$ cat config.mk
export PLATFORM = sky130hd
export DESIGN_NAME = afe_lvds_tx_emu
export DESIGN_NICKNAME = d
export VERILOG_FILES = /design/src/rtl/afe_tx_pkg.sv /design/src/rtl/afe_tx_timing.sv /design/src/rtl/afe_lvds_tx_emu.sv
export SDC_FILE = /design/constraint.sdc
export NUM_CORES = 1
export LEC_CHECK = 0
export ABC_AREA = 1
export BUFFER_PORTS_ARGS = -buffer_cell sky130_fd_sc_hd__buf_2
export CORE_UTILIZATION = 35
export DETAILED_ROUTE_END_ITERATION = 6
export GPL_TIMING_DRIVEN = 0
export HOLD_SLACK_MARGIN = 0.1
export MAX_ROUTING_LAYER = met4
export PLACE_DENSITY = 0.52
export RECOVER_POWER = 50
export SETUP_SLACK_MARGIN = 0.05
export SLEW_MARGIN = 0
export SYNTH_ARGS = -nofsm -noshare
export SYNTH_HDL_FRONTEND = slang
export SYNTH_SLANG_ARGS = --single-unit
$ cat constraint.sdc
create_clock -name clk -period 3.7 [get_ports clk]
set_input_delay 0.555 -clock clk [delete_from_list [all_inputs] [get_ports clk]]
set_output_delay 0.555 -clock clk [all_outputs]
set_load 0.01 [all_outputs]
$ cat src/rtl/afe_tx_pkg.sv
// Shared types and constants for the AFE5808A LVDS transmit emulator.
package afe_tx_pkg;

   typedef enum logic {
      IDLE = 1'b0,
      RUN  = 1'b1
   } tx_state_e;

   localparam int AFE_DEF_WIDTH = 14;
   localparam int UFLOW_CNT_W   = 16;

   function automatic int phase_width(input int sample_width);
      return $clog2(2 * sample_width);
   endfunction

endpackage

$ cat src/rtl/afe_tx_timing.sv
// Frame phase counter with registered FCLK, DCLK and frame_start generation.
// Outputs are computed from the next phase so they line up with the data register.
module afe_tx_timing
   import afe_tx_pkg::*;
#(
   parameter int SAMPLE_WIDTH = AFE_DEF_WIDTH
) (
   input  logic clk,
   input  logic reset_n,
   input  logic run,
   input  logic run_nxt,
   output logic last,
   output logic bit_edge,
   output logic fclk,
   output logic dclk,
   output logic frame_start
);

   localparam int PW = phase_width(SAMPLE_WIDTH);
   localparam logic [PW-1:0] PHASE_LAST = PW'(2 * SAMPLE_WIDTH - 1);
   localparam logic [PW-2:0] FCLK_BITS  = (PW-1)'(SAMPLE_WIDTH / 2);

   logic [PW-1:0] phase;
   logic [PW-1:0] phase_nxt;

   assign last = run && (phase == PHASE_LAST);

   always_comb begin
      phase_nxt = '0;
      if (run && run_nxt && (phase != PHASE_LAST)) begin
         phase_nxt = phase + PW'(1);
      end
   end

   // next cycle starts a new bit: the data register may advance
   assign bit_edge = run_nxt && !phase_nxt[0];

   always_ff @(posedge clk or negedge reset_n) begin
      if (!reset_n) begin
         phase       <= '0;
         fclk        <= 1'b0;
         dclk        <= 1'b0;
         frame_start <= 1'b0;
      end else begin
         phase       <= phase_nxt;
         fclk        <= run_nxt && (phase_nxt[PW-1:1] < FCLK_BITS);
         dclk        <= run_nxt && phase_nxt[0];
         frame_start <= run_nxt && (phase_nxt == '0);
      end
   end

endmodule

$ cat src/rtl/afe_lvds_tx_emu.sv
// AFE5808A serial LVDS transmit emulator: FSM, stream handshake, shift register, underflow.
// Optional ramp test pattern enabled by defining AFE_TX_TESTPAT_EN (adds test_mode input).
//
//   state | meaning
//   IDLE  | link quiet, all outputs 0, s_tready follows enable
//   RUN   | frames back-to-back, new word loaded at the last phase of each frame
module afe_lvds_tx_emu
   import afe_tx_pkg::*;
#(
   parameter int                      SAMPLE_WIDTH = AFE_DEF_WIDTH,
   parameter bit                      MSB_FIRST    = 1'b1,
   parameter logic [SAMPLE_WIDTH-1:0] IDLE_WORD    = '0
) (
   input  logic                    clk,
   input  logic                    reset_n,
   input  logic                    enable,
`ifdef AFE_TX_TESTPAT_EN
   input  logic                    test_mode,
`endif
   input  logic [SAMPLE_WIDTH-1:0] s_tdata,
   input  logic                    s_tvalid,
   output logic                    s_tready,
   output logic                    ser_data,
   output logic                    ser_fclk,
   output logic                    ser_dclk,
   output logic                    frame_start,
   output logic                    underflow,
   output logic [UFLOW_CNT_W-1:0]  underflow_cnt
);

   tx_state_e               state;
   tx_state_e               state_nxt;
   logic                    run;
   logic                    run_nxt;
   logic                    last;
   logic                    bit_edge;
   logic                    test_on;
   logic                    load;
   logic                    starve;
   logic [SAMPLE_WIDTH-1:0] load_word;
   logic [SAMPLE_WIDTH-1:0] shift_reg;

   function automatic logic head_bit(input logic [SAMPLE_WIDTH-1:0] w);
      return MSB_FIRST ? w[SAMPLE_WIDTH-1] : w[0];
   endfunction

   function automatic logic [SAMPLE_WIDTH-1:0] shift_out(input logic [SAMPLE_WIDTH-1:0] w);
      return MSB_FIRST ? {w[SAMPLE_WIDTH-2:0], 1'b0} : {1'b0, w[SAMPLE_WIDTH-1:1]};
   endfunction

`ifdef AFE_TX_TESTPAT_EN
   logic [SAMPLE_WIDTH-1:0] ramp;
   assign test_on = test_mode;
`else
   assign test_on = 1'b0;
`endif

   assign run     = (state == RUN);
   assign run_nxt = (state_nxt == RUN);

   always_ff @(posedge clk or negedge reset_n) begin
      if (!reset_n) begin
         state <= IDLE;
      end else begin
         state <= state_nxt;
      end
   end

   always_comb begin
      state_nxt = state;
      case (state)
         IDLE:    if (enable) state_nxt = RUN;
         RUN:     if (last && !enable) state_nxt = IDLE;
         default: state_nxt = IDLE;
      endcase
   end

   // a load happens exactly at frame boundaries that keep the link running
   always_comb begin
      load     = 1'b0;
      s_tready = 1'b0;
      if (state == IDLE) begin
         load     = enable;
         s_tready = reset_n && enable && !test_on;
      end else if (last && enable) begin
         load     = 1'b1;
         s_tready = reset_n && !test_on;
      end
   end

   always_comb begin
      load_word = s_tvalid ? s_tdata : IDLE_WORD;
      starve    = run && !s_tvalid;
`ifdef AFE_TX_TESTPAT_EN
      if (test_on) begin
         load_word = run ? ramp : '0;
         starve    = 1'b0;
      end
`endif
   end

`ifdef AFE_TX_TESTPAT_EN
   // startup frame carries 0, so the ramp register already holds the next value
   always_ff @(posedge clk or negedge reset_n) begin
      if (!reset_n) begin
         ramp <= '0;
      end else if (load && !run) begin
         ramp <= test_on ? SAMPLE_WIDTH'(1) : '0;
      end else if (load && test_on) begin
         ramp <= ramp + SAMPLE_WIDTH'(1);
      end
   end
`endif

   always_ff @(posedge clk or negedge reset_n) begin
      if (!reset_n) begin
         shift_reg     <= IDLE_WORD;
         ser_data      <= 1'b0;
         underflow     <= 1'b0;
         underflow_cnt <= '0;
      end else begin
         underflow <= load && starve;
         if (load && starve && (underflow_cnt != '1)) begin
            underflow_cnt <= underflow_cnt + UFLOW_CNT_W'(1);
         end
         if (load) begin
            ser_data  <= head_bit(load_word);
            shift_reg <= shift_out(load_word);
         end else if (bit_edge) begin
            ser_data  <= head_bit(shift_reg);
            shift_reg <= shift_out(shift_reg);
         end else if (!run_nxt) begin
            ser_data  <= 1'b0;
         end
      end
   end

   afe_tx_timing #(
      .SAMPLE_WIDTH (SAMPLE_WIDTH)
   ) u_timing (
      .clk         (clk),
      .reset_n     (reset_n),
      .run         (run),
      .run_nxt     (run_nxt),
      .last        (last),
      .bit_edge    (bit_edge),
      .fclk        (ser_fclk),
      .dclk        (ser_dclk),
      .frame_start (frame_start)
   );

endmodule
Word level (Yosys, flattened, before mapping). Index checks and enable logic that the tools add are counted. W data, S select, Z words.

Register bits after elaboration: 41. Logic and storage cells: 49.

Add/subtract/negate cells: 2. $lt $le $gt $ge: 1. Equal/unequal tests: 4. Muxes and demuxes: 14. Bitwise logic cells: 1. Reductions and logical operators: 18.

Operators by type and width (number): $mux W14 (3); $add A16 B1 Y16 const B (1); $ne A16 B16 Y1 const B (1); $logic_and A1 B1 Y1 (13); $mux W1 (9); $add A5 B1 Y5 const B (1); $eq A5 B5 Y1 const B (1); $logic_not A5 Y1 (1); $mux W5 (1); $ne A5 B5 Y1 const B (1); $lt A4 B3 Y1 const B (1); $logic_not A1 Y1 (3); $ne A3 B1 Y1 const B (1); $pmux W1 S2 (1); $reduce_bool A2 Y1 (1); $not A1 Y1 (1).

Depth between registers and ports, before layout. Gate-level depths: netlist (run 1).

Depth in word-level cells: 12. Mapped depth: 9. Gate-level depth less buffers: 9.

Modules after synthesis. A second synthesis (run 1) with hierarchy kept.

Cells, all modules: 297. Area, all modules: 2174.6 sq um.

By module, submodules not included: afe_lvds_tx_emu (instances 1, cells each 241, area an instance 1742.9 sq um); afe_tx_timing (instances 1, cells each 56, area an instance 431.7 sq um).

Worst setup path after synthesis (run 1). No wires, ideal clock.

Path kind: register -> output. Start: reg u_timing.phase[0]. End: out s_tready. Arrival time: 1348 ps. Required time: 3145 ps. Setup slack: 1797 ps. Stages on the path, launching flop included: 7. Buffers on the path: 1. Path through: dfrtp_1 -> ha_1 -> nand4_2 -> nand2_4 -> nand2_1 -> buf_2 -> nor2_1.

Longest elaborated chain between the ends: 5.

RTL lines: start: declaration (RTL line afe_tx_timing.sv:23) `logic [PW-1:0] phase;`; start signal: assignment (RTL line afe_tx_timing.sv:45) `phase <= phase_nxt;`; $eq A5 B5 Y1 (RTL line afe_tx_timing.sv:26) `assign last = run && (phase == PHASE_LAST);`; $logic_and A1 B1 Y1 (RTL line afe_tx_timing.sv:26); $logic_and A1 B1 Y1 (RTL line afe_lvds_tx_emu.sv:85) `end else if (last && enable) begin`; $mux W1 (RTL line afe_lvds_tx_emu.sv:85); $mux W1 (RTL line afe_lvds_tx_emu.sv:82) `if (state == IDLE) begin`; end: declaration (RTL line afe_lvds_tx_emu.sv:22) `output logic s_tready,`.

Every way passes these cells.

Worst setup path after layout (run 1). Same ends and word-level chain as after synthesis.

==> flow_metrics.py, run 1 <==
metrics = {
    "run_status": {
        "status": "complete, no violations",
    },
    "clock_network": {
        "numCtsBuffers": 5,
        "clock_path_buffers": 2,
        "cts.repair.resized": 0,
        "cts_tree": "built",
        "cts_hold_buf": 0,
        "clock_latency_ps": 290,
        "clock-sinks": 40,
        "clk_pin_slew_ps": 80,
        "postCtsSetupBuffers": 0,
        "htree_levels": 2,
        "cts-root-buf": "clkbuf_8",
    },
    "final_layout": {
        "mostFrequentLayoutCells": "147 x nand2_1, 40 x dfrtp_1, 35 x buf_2, 25 x inv_1, 25 x nor2_1",
        "drive_gt1_share_pct": 15.9,
        "area_delta_synth_final_pct": 15.7,
        "finalNonFillerCells": 427,
        "largest_reg_flops": 16,
        "final_common_cell": "nand2_1",
        "fin_util_pct": 42.7,
        "fin_nets": 371,
        "antenna_cells": 0,
    },
    "worst_setup_path": {
        "reg2reg_from": "u_timing.phase[0]",
        "cp_max_fo": 10,
        "slowest_delay_ps": 380,
        "startpoint_type": "register",
        "crit_chain": "ha_1 > nand4_1 > nand2_1 > nand2_1 > buf_2 > nor2_1 > buf_2",
        "slowest_stage": "dfrtp_1",
        "reg2regPathDepth": 8,
        "regToRegSetupSlack_ps": 1890,
        "startpoint": "u_timing.phase[0]",
        "endpoint_kind": "output port",
        "crit_arrival_ps": 1970,
        "regToRegEndpoint": "underflow_cnt[7]",
        "worst-endpoint-required_ps": 3140,
        "path_class": "reg -> out",
    },
    "yosys": {
        "yosysSeqAreaShare_pct": 45.0,
        "synth_area_leaders": "dfrtp_1 45%, nand2_1 25%, nand3b_1 4.4%, inv_1 4.2%, nor2_1 4.0%",
        "syn_area_um2": 2230,
        "yosys_warnings": 0,
        "syn_inst": 306,
        "yosysTopAreaCell": "dfrtp_1",
        "synth-seq-cells": 40,
        "yosys.area.top_type_share_pct": 45.0,
        "ys_types": 26,
        "syn-mean-instance-area_um2": 7.27,
        "syn_nets": 326,
    },
    "placement": {
        "place_hpwl_um": 3490,
        "place_congestion": 0.830,
        "numPortBuffers": 38,
        "pre_cts_ws_ps": 1450,
        "dp_cells": 419,
    },
    "floorplan": {
        "die_y_um": 81.7,
        "start_util_pct": 36.9,
        "row_count": 28,
        "fp.coreArea_um2": 6030,
        "ios": 40,
        "die-area_um2": 6680,
        "fp.dieW_um": 81.7,
    },
    "run": {
        "cap_violations": 0,
    },
    "power_and_ir_drop": {
        "seq_power_share_pct": 45.0,
        "p_per_area_nw_per_um2": 507,
        "p_leak_uw": 0.00139,
        "p_switching_uw": 480,
        "worst_ir_drop_vdd_v": 0.000306,
        "clock_power_share_pct": 23.5,
        "sw_frac_of_total_pct": 36.8,
        "pwr-share-comb_pct": 31.5,
        "power.internal_uw": 826,
    },
    "detailed_routing": {
        "vias": 1971,
        "wl_per_cell_um": 11.6,
        "vias_per_cell": 4.62,
        "drt_pass1_iterations": 4,
        "drt-total-wl_um": 4930,
        "postRouteAntennaNets": 0,
        "drt_iter0_drc": 33,
        "post-route-drc-count": 0,
    },
    "global_routing": {
        "grt_use_total_pct": 16.8,
        "global_route.usage.met3_pct": 3.67,
        "grt_pass1_vias": 1815,
        "use_met1_pct": 20.5,
        "grt_pass1_wl_um": 8240,
        "grt-busiest-layer": "met2",
        "grt_antenna_before_repair": 0,
        "use_met2_pct": 27.4,
        "grt_max_degree": 42,
        "grt-ovfl-total": 0,
    },
    "timing": {
        "worst_slew_pin_slew_ps": 936,
        "whs_ps": 399,
        "period_share_pct": 68.4,
        "final-max-slew-violation-count": 0,
        "slew_headroom_pct": 37.6,
        "finalHoldViolations": 0,
        "setup_viol": 0,
        "worst_slack_ps": 1170,
        "fin_tns_setup_ps": 0,
        "fmax_mhz": 395,
        "rsz0062_at_grt": "false",
        "period_needed_ps": 2530,
        "fin_skew_ps": 5.04,
    },
    "hold_path": {
        "worst_hold_path_type": "in -> async",
    },
}
[per-stage QoR]
stage,area (µm²),power (µW)
6_report,2570,1310
5_1_grt,2570,1400
4_1_cts,2600,1340
3_5_place_dp,2510,1030
3_3_place_gp,2510,1020
2_1_floorplan,2230,899
[synth_stat cells]
master	instances
nand2_4	1
buf_4	2
xor2_1	1
clkbuf_2	1
buf_2	2
o21ai_0	8
nand2_1	146
inv_2	2
nand3_1	12
nand3b_1	13
inv_1	25
a21oi_1	1
ha_1	2
o21ai_1	1
nand3_2	1
nor2_1	24
o21ai_4	1
clkbuf_1	2
nand4_2	1
dfrtp_1	40
nand2_2	4
buf_6	2
xnor2_1	7
nand4_1	5
nor3_1	1
nor2_4	1
[critical path, delay by kind of cell, from the launching register on]
family	cells	cell delay (ps)
buf+inv	2	360
fa+ha+maj	1	240
flops	1	380
simple gates	4	700
[power groups by stage]
| stage | registers (µW) | clock network, µW | logic (µW) |
|---|---|---|---|
| after global routing | 600 | 334 | 468 |
| after floorplan | 598 | 0 | 301 |
| after global placement | 597 | 0 | 422 |
| after CTS | 590 | 323 | 430 |
| final | 588 | 307 | 412 |
| after detailed placement | 597 | 0 | 428 |
[cells by family after synthesis]
logic type,share of synthesized area (%)
xor+xnor,3.15
flops,45.0
simple gates,40.5
fa+ha+maj,1.12
compound gates,2.98
buf+inv,7.25
[how the worst max path moves through the flow]
stage / endpoint / depth (start not counted)
global placement: s_tready / 4
global route: s_tready / 7
floorplan: s_tready / 6
CTS: s_tready / 7
finish: s_tready / 7
detailed placement: s_tready / 4
[cell type report]
cell class | instances | area [µm²]
multi-input combinational | 230 | 1040
tap | 75 | 93.8
clock buffer | 6 | 82.6
sequential | 40 | 1000
clock inverter | 2 | 10.0
inverter | 27 | 101
timing repair buffer | 38 | 184
buffer | 9 | 60.1
fill | 640 | 3450
[routing by layer]
layer | routed length (µm) | up-vias | part of all wire [%]
met5 | 0 | - | 0
met4 | 59 | 0 | 1.2
met3 | 244 | 6 | 4.9
met2 | 2280 | 50 | 46
met1 | 2350 | 886 | 48
li1 | - | 1029 | -
Power figures use the tool's default switching activity.
==> run 2, diff against run 1 <==
ABC_AREA = 0   (was 1)
PLACE_DENSITY = 0.55   (was 0.52)
clock period = 2 ns   (was 3.7 ns; I/O delays follow)
==> run 2 against run 1 <==
  * Via count down 26%
  * Sequential cell count unchanged
  * Final cell count decreased by 32%
  * Worst hold slack lost 230 ps
  * Critical path depth down 1
  * Clock skew rose by 3.7 ps
  * Utilization rose by 2.8 points
==> flow_metrics.py, run 2 <==
metrics = {
    "clock_network": {
        "clock_path_buffers": 2,
        "cts_tree": "built",
        "clock-sinks": 40,
        "numCtsBuffers": 5,
        "clock_latency_ps": 290,
        "clk_pin_slew_ps": 80,
        "htree_levels": 2,
        "cts-root-buf": "clkbuf_8",
        "cts_hold_buf": 0,
    },
    "yosys": {
        "ys_types": 42,
        "yosysSeqAreaShare_pct": 52.1,
        "synth_top_family_by_area": "simple AND/OR/NAND/NOR gates",
        "yosys_warnings": 0,
        "yosys.area_share.simple_pct": 19.8,
        "synth_area_leaders": "dfrtp_1 52%, mux2i_1 7.3%, xnor2_1 4.1%, nand3_1 3.9%, o21ai_0 3.4%",
        "synth.most_common_cell": "dfrtp_1",
        "syn_area_um2": 1920,
        "yosysTopAreaCell": "dfrtp_1",
        "synth-seq-cells": 40,
        "synthArstFlopShare_pct": 100,
        "yosys.area.top_type_share_pct": 52.1,
        "synth_ff_type": "dfrtp_1",
        "syn-mean-instance-area_um2": 11.2,
        "synth_common_cells": "40 x dfrtp_1, 15 x nand3_1, 14 x mux2i_1",
        "syn_nets": 191,
        "synthXorXnorAreaFrac_pct": 6.84,
        "synth_adder_area_share_pct": 1.30,
        "synth.area.mux_share_pct": 8.47,
        "synth_compound_area_share_pct": 9.12,
        "synth_edf_count": 0,
        "syn_inst": 171,
    },
    "detailed_routing": {
        "post-route-drc-count": 0,
        "wl_per_cell_um": 13.0,
        "postRouteAntennaNets": 0,
        "vias_per_cell": 5.08,
        "drt_iter0_drc": 43,
        "vias": 1467,
        "drt-total-wl_um": 3760,
        "drt_pass1_iterations": 4,
    },
    "timing": {
        "final-max-slew-violation-count": 0,
        "fin_skew_ps": 8.69,
        "fmax_mhz": 538,
        "slew_headroom_pct": 32.7,
        "finalHoldViolations": 0,
        "period_needed_ps": 1860,
        "whs_ps": 167,
        "period_share_pct": 92.9,
        "setup_viol": 0,
        "worst_slew_pin_slew_ps": 1010,
        "rsz0062_at_grt": "false",
    },
    "floorplan": {
        "ios": 40,
        "row_count": 26,
        "die-area_um2": 5790,
        "fp.dieW_um": 76.1,
        "start_util_pct": 36.9,
        "fp.coreArea_um2": 5200,
        "die_y_um": 76.1,
    },
    "placement": {
        "dp_cells": 280,
        "place_hpwl_um": 2650,
        "place_congestion": 0.786,
        "numPortBuffers": 39,
    },
    "worst_setup_path": {
        "endpoint_kind": "register",
        "worst-endpoint-required_ps": 2170,
        "startpoint_type": "register",
        "cp_max_fo": 7,
        "slowest_delay_ps": 430,
        "reg2regPathDepth": 6,
        "crit_arrival_ps": 2030,
        "crit_chain": "ha_4 > nand4_4 > or3_1 > buf_2 > o21ai_4 > mux2_1",
        "slowest_stage": "dfrtp_2",
        "path_class": "reg -> reg",
    },
    "global_routing": {
        "grt_pass1_vias": 1433,
        "grt_antenna_before_repair": 0,
        "grt_pass1_wl_um": 6640,
        "grt_max_degree": 42,
        "grt-ovfl-total": 0,
        "grt_use_total_pct": 15.0,
    },
    "final_layout": {
        "mostFrequentLayoutCells": "37 x dfrtp_1, 31 x buf_2, 15 x nand3_1, 14 x mux2i_1, 13 x o21ai_0",
        "largest_reg_flops": 16,
        "area_delta_synth_final_pct": 23.4,
        "antenna_cells": 0,
        "drive_gt1_share_pct": 27.9,
        "final_common_cell": "dfrtp_1",
        "finalNonFillerCells": 289,
        "fin_nets": 238,
    },
    "run": {
        "cap_violations": 0,
    },
    "power_and_ir_drop": {
        "p_leak_uw": 0.00114,
        "total_power_uw": 2370,
        "worst_ir_drop_vdd_v": 0.000730,
        "p_per_area_nw_per_um2": 1000,
    },
    "run_status": {
        "status": "complete, no violations",
    },
    "hold_path": {
        "worst_hold_path_type": "in -> async",
    },
}
-- run 2: cell types whose count changed in the layout (fill, tap and decap cells not counted), moves of 5 or more --
cell      delta
inv_1       -23
clkbuf_1     +5
mux2i_1     +14
nand3b_1    -13
o21ai_0      +5
xor2_1       +5
nor2_1      -18
nand2_1    -135
-- run 2: power breakdown --
group          switching [µW]  total (µW)  leakage (µW)  internal (µW)
combinational             340         684      0.000560            344
sequential                149        1140      0.000526            988
clock                     276         552     0.0000510            275
total                     765        2370       0.00114           1610
-- run 2: final timing paths --
check,end,slack (ps),start
setup / recovery,underflow_cnt[1],140,underflow_cnt[0]
hold / removal,underflow_cnt[13],170,reset_n
setup reg to reg,underflow_cnt[1],140,underflow_cnt[0]
hold reg to reg,shift_reg[1],500,shift_reg[1]
max in group asynchronous,u_timing.phase[0],1150,reset_n
min in group clk,shift_reg[6],250,s_tdata[5]
-- run 2: metrics by stage --
stage                     setup WS, ps  util, %  setup TNS [ps]  instance area, µm²
after global placement           -58.1     42.3           -58.1                2200
final                              142     45.5               0                2370
after global routing              55.8     45.5               0                2370
after floorplan                   98.9        -               0                1920
after detailed placement         -61.4     42.3           -61.4                2200
after CTS                         65.2     44.7               0                2330
-- run 2: timing repair --
item | CTS | global route
gates resized for setup | 6 | 8
setup buffers | 1 | 0
pin swaps | 1 | 1
endpoints found under the setup margin | 13 | 15
-- run 2: layer usage --
metal / GRT usage [%] / wire length [µm] / up-vias
met5: - / 0 / -
met4: 5.58 / 17 / 0
met3: 5.03 / 212 / 2
met2: 22.3 / 1730 / 38
met1: 19.0 / 1800 / 708
li1: - / - / 719
-- run 2: cells by family (layout without fill, tap and decap cells) --
| group | after synthesis | after routing |
|---|---|---|
| xor gates and xnor gates | 15 | 15 |
| muxes | 16 | 16 |
| and+or+nand+nor | 64 | 64 |
| AOI/OAI and AO/OA | 25 | 25 |
| adders and majority gates | 2 | 2 |
| DFF | 40 | 40 |
| buffers and inverters | 9 | 57 |
-- run 2: worst max-delay path, delay by kind of cell, from the launching register on --
family,cells,cell delay (ps)
AOI/OAI and AO/OA,1,150
adders and majority gates,1,200
buffers and inverters,1,180
DFF,1,430
muxes,1,330
and+or+nand+nor,2,430
-- run 2: final cells by class --
| class | instances | area [µm²] |
|---|---|---|
| buffer | 7 | 37.5 |
| inverter | 2 | 7.51 |
| tap | 70 | 87.6 |
| sequential | 40 | 1000 |
| clock buffer | 6 | 82.6 |
| timing repair buffer | 40 | 190 |
| multi-input combinational | 122 | 950 |
| clock inverter | 2 | 10.0 |
| fill | 512 | 2840 |
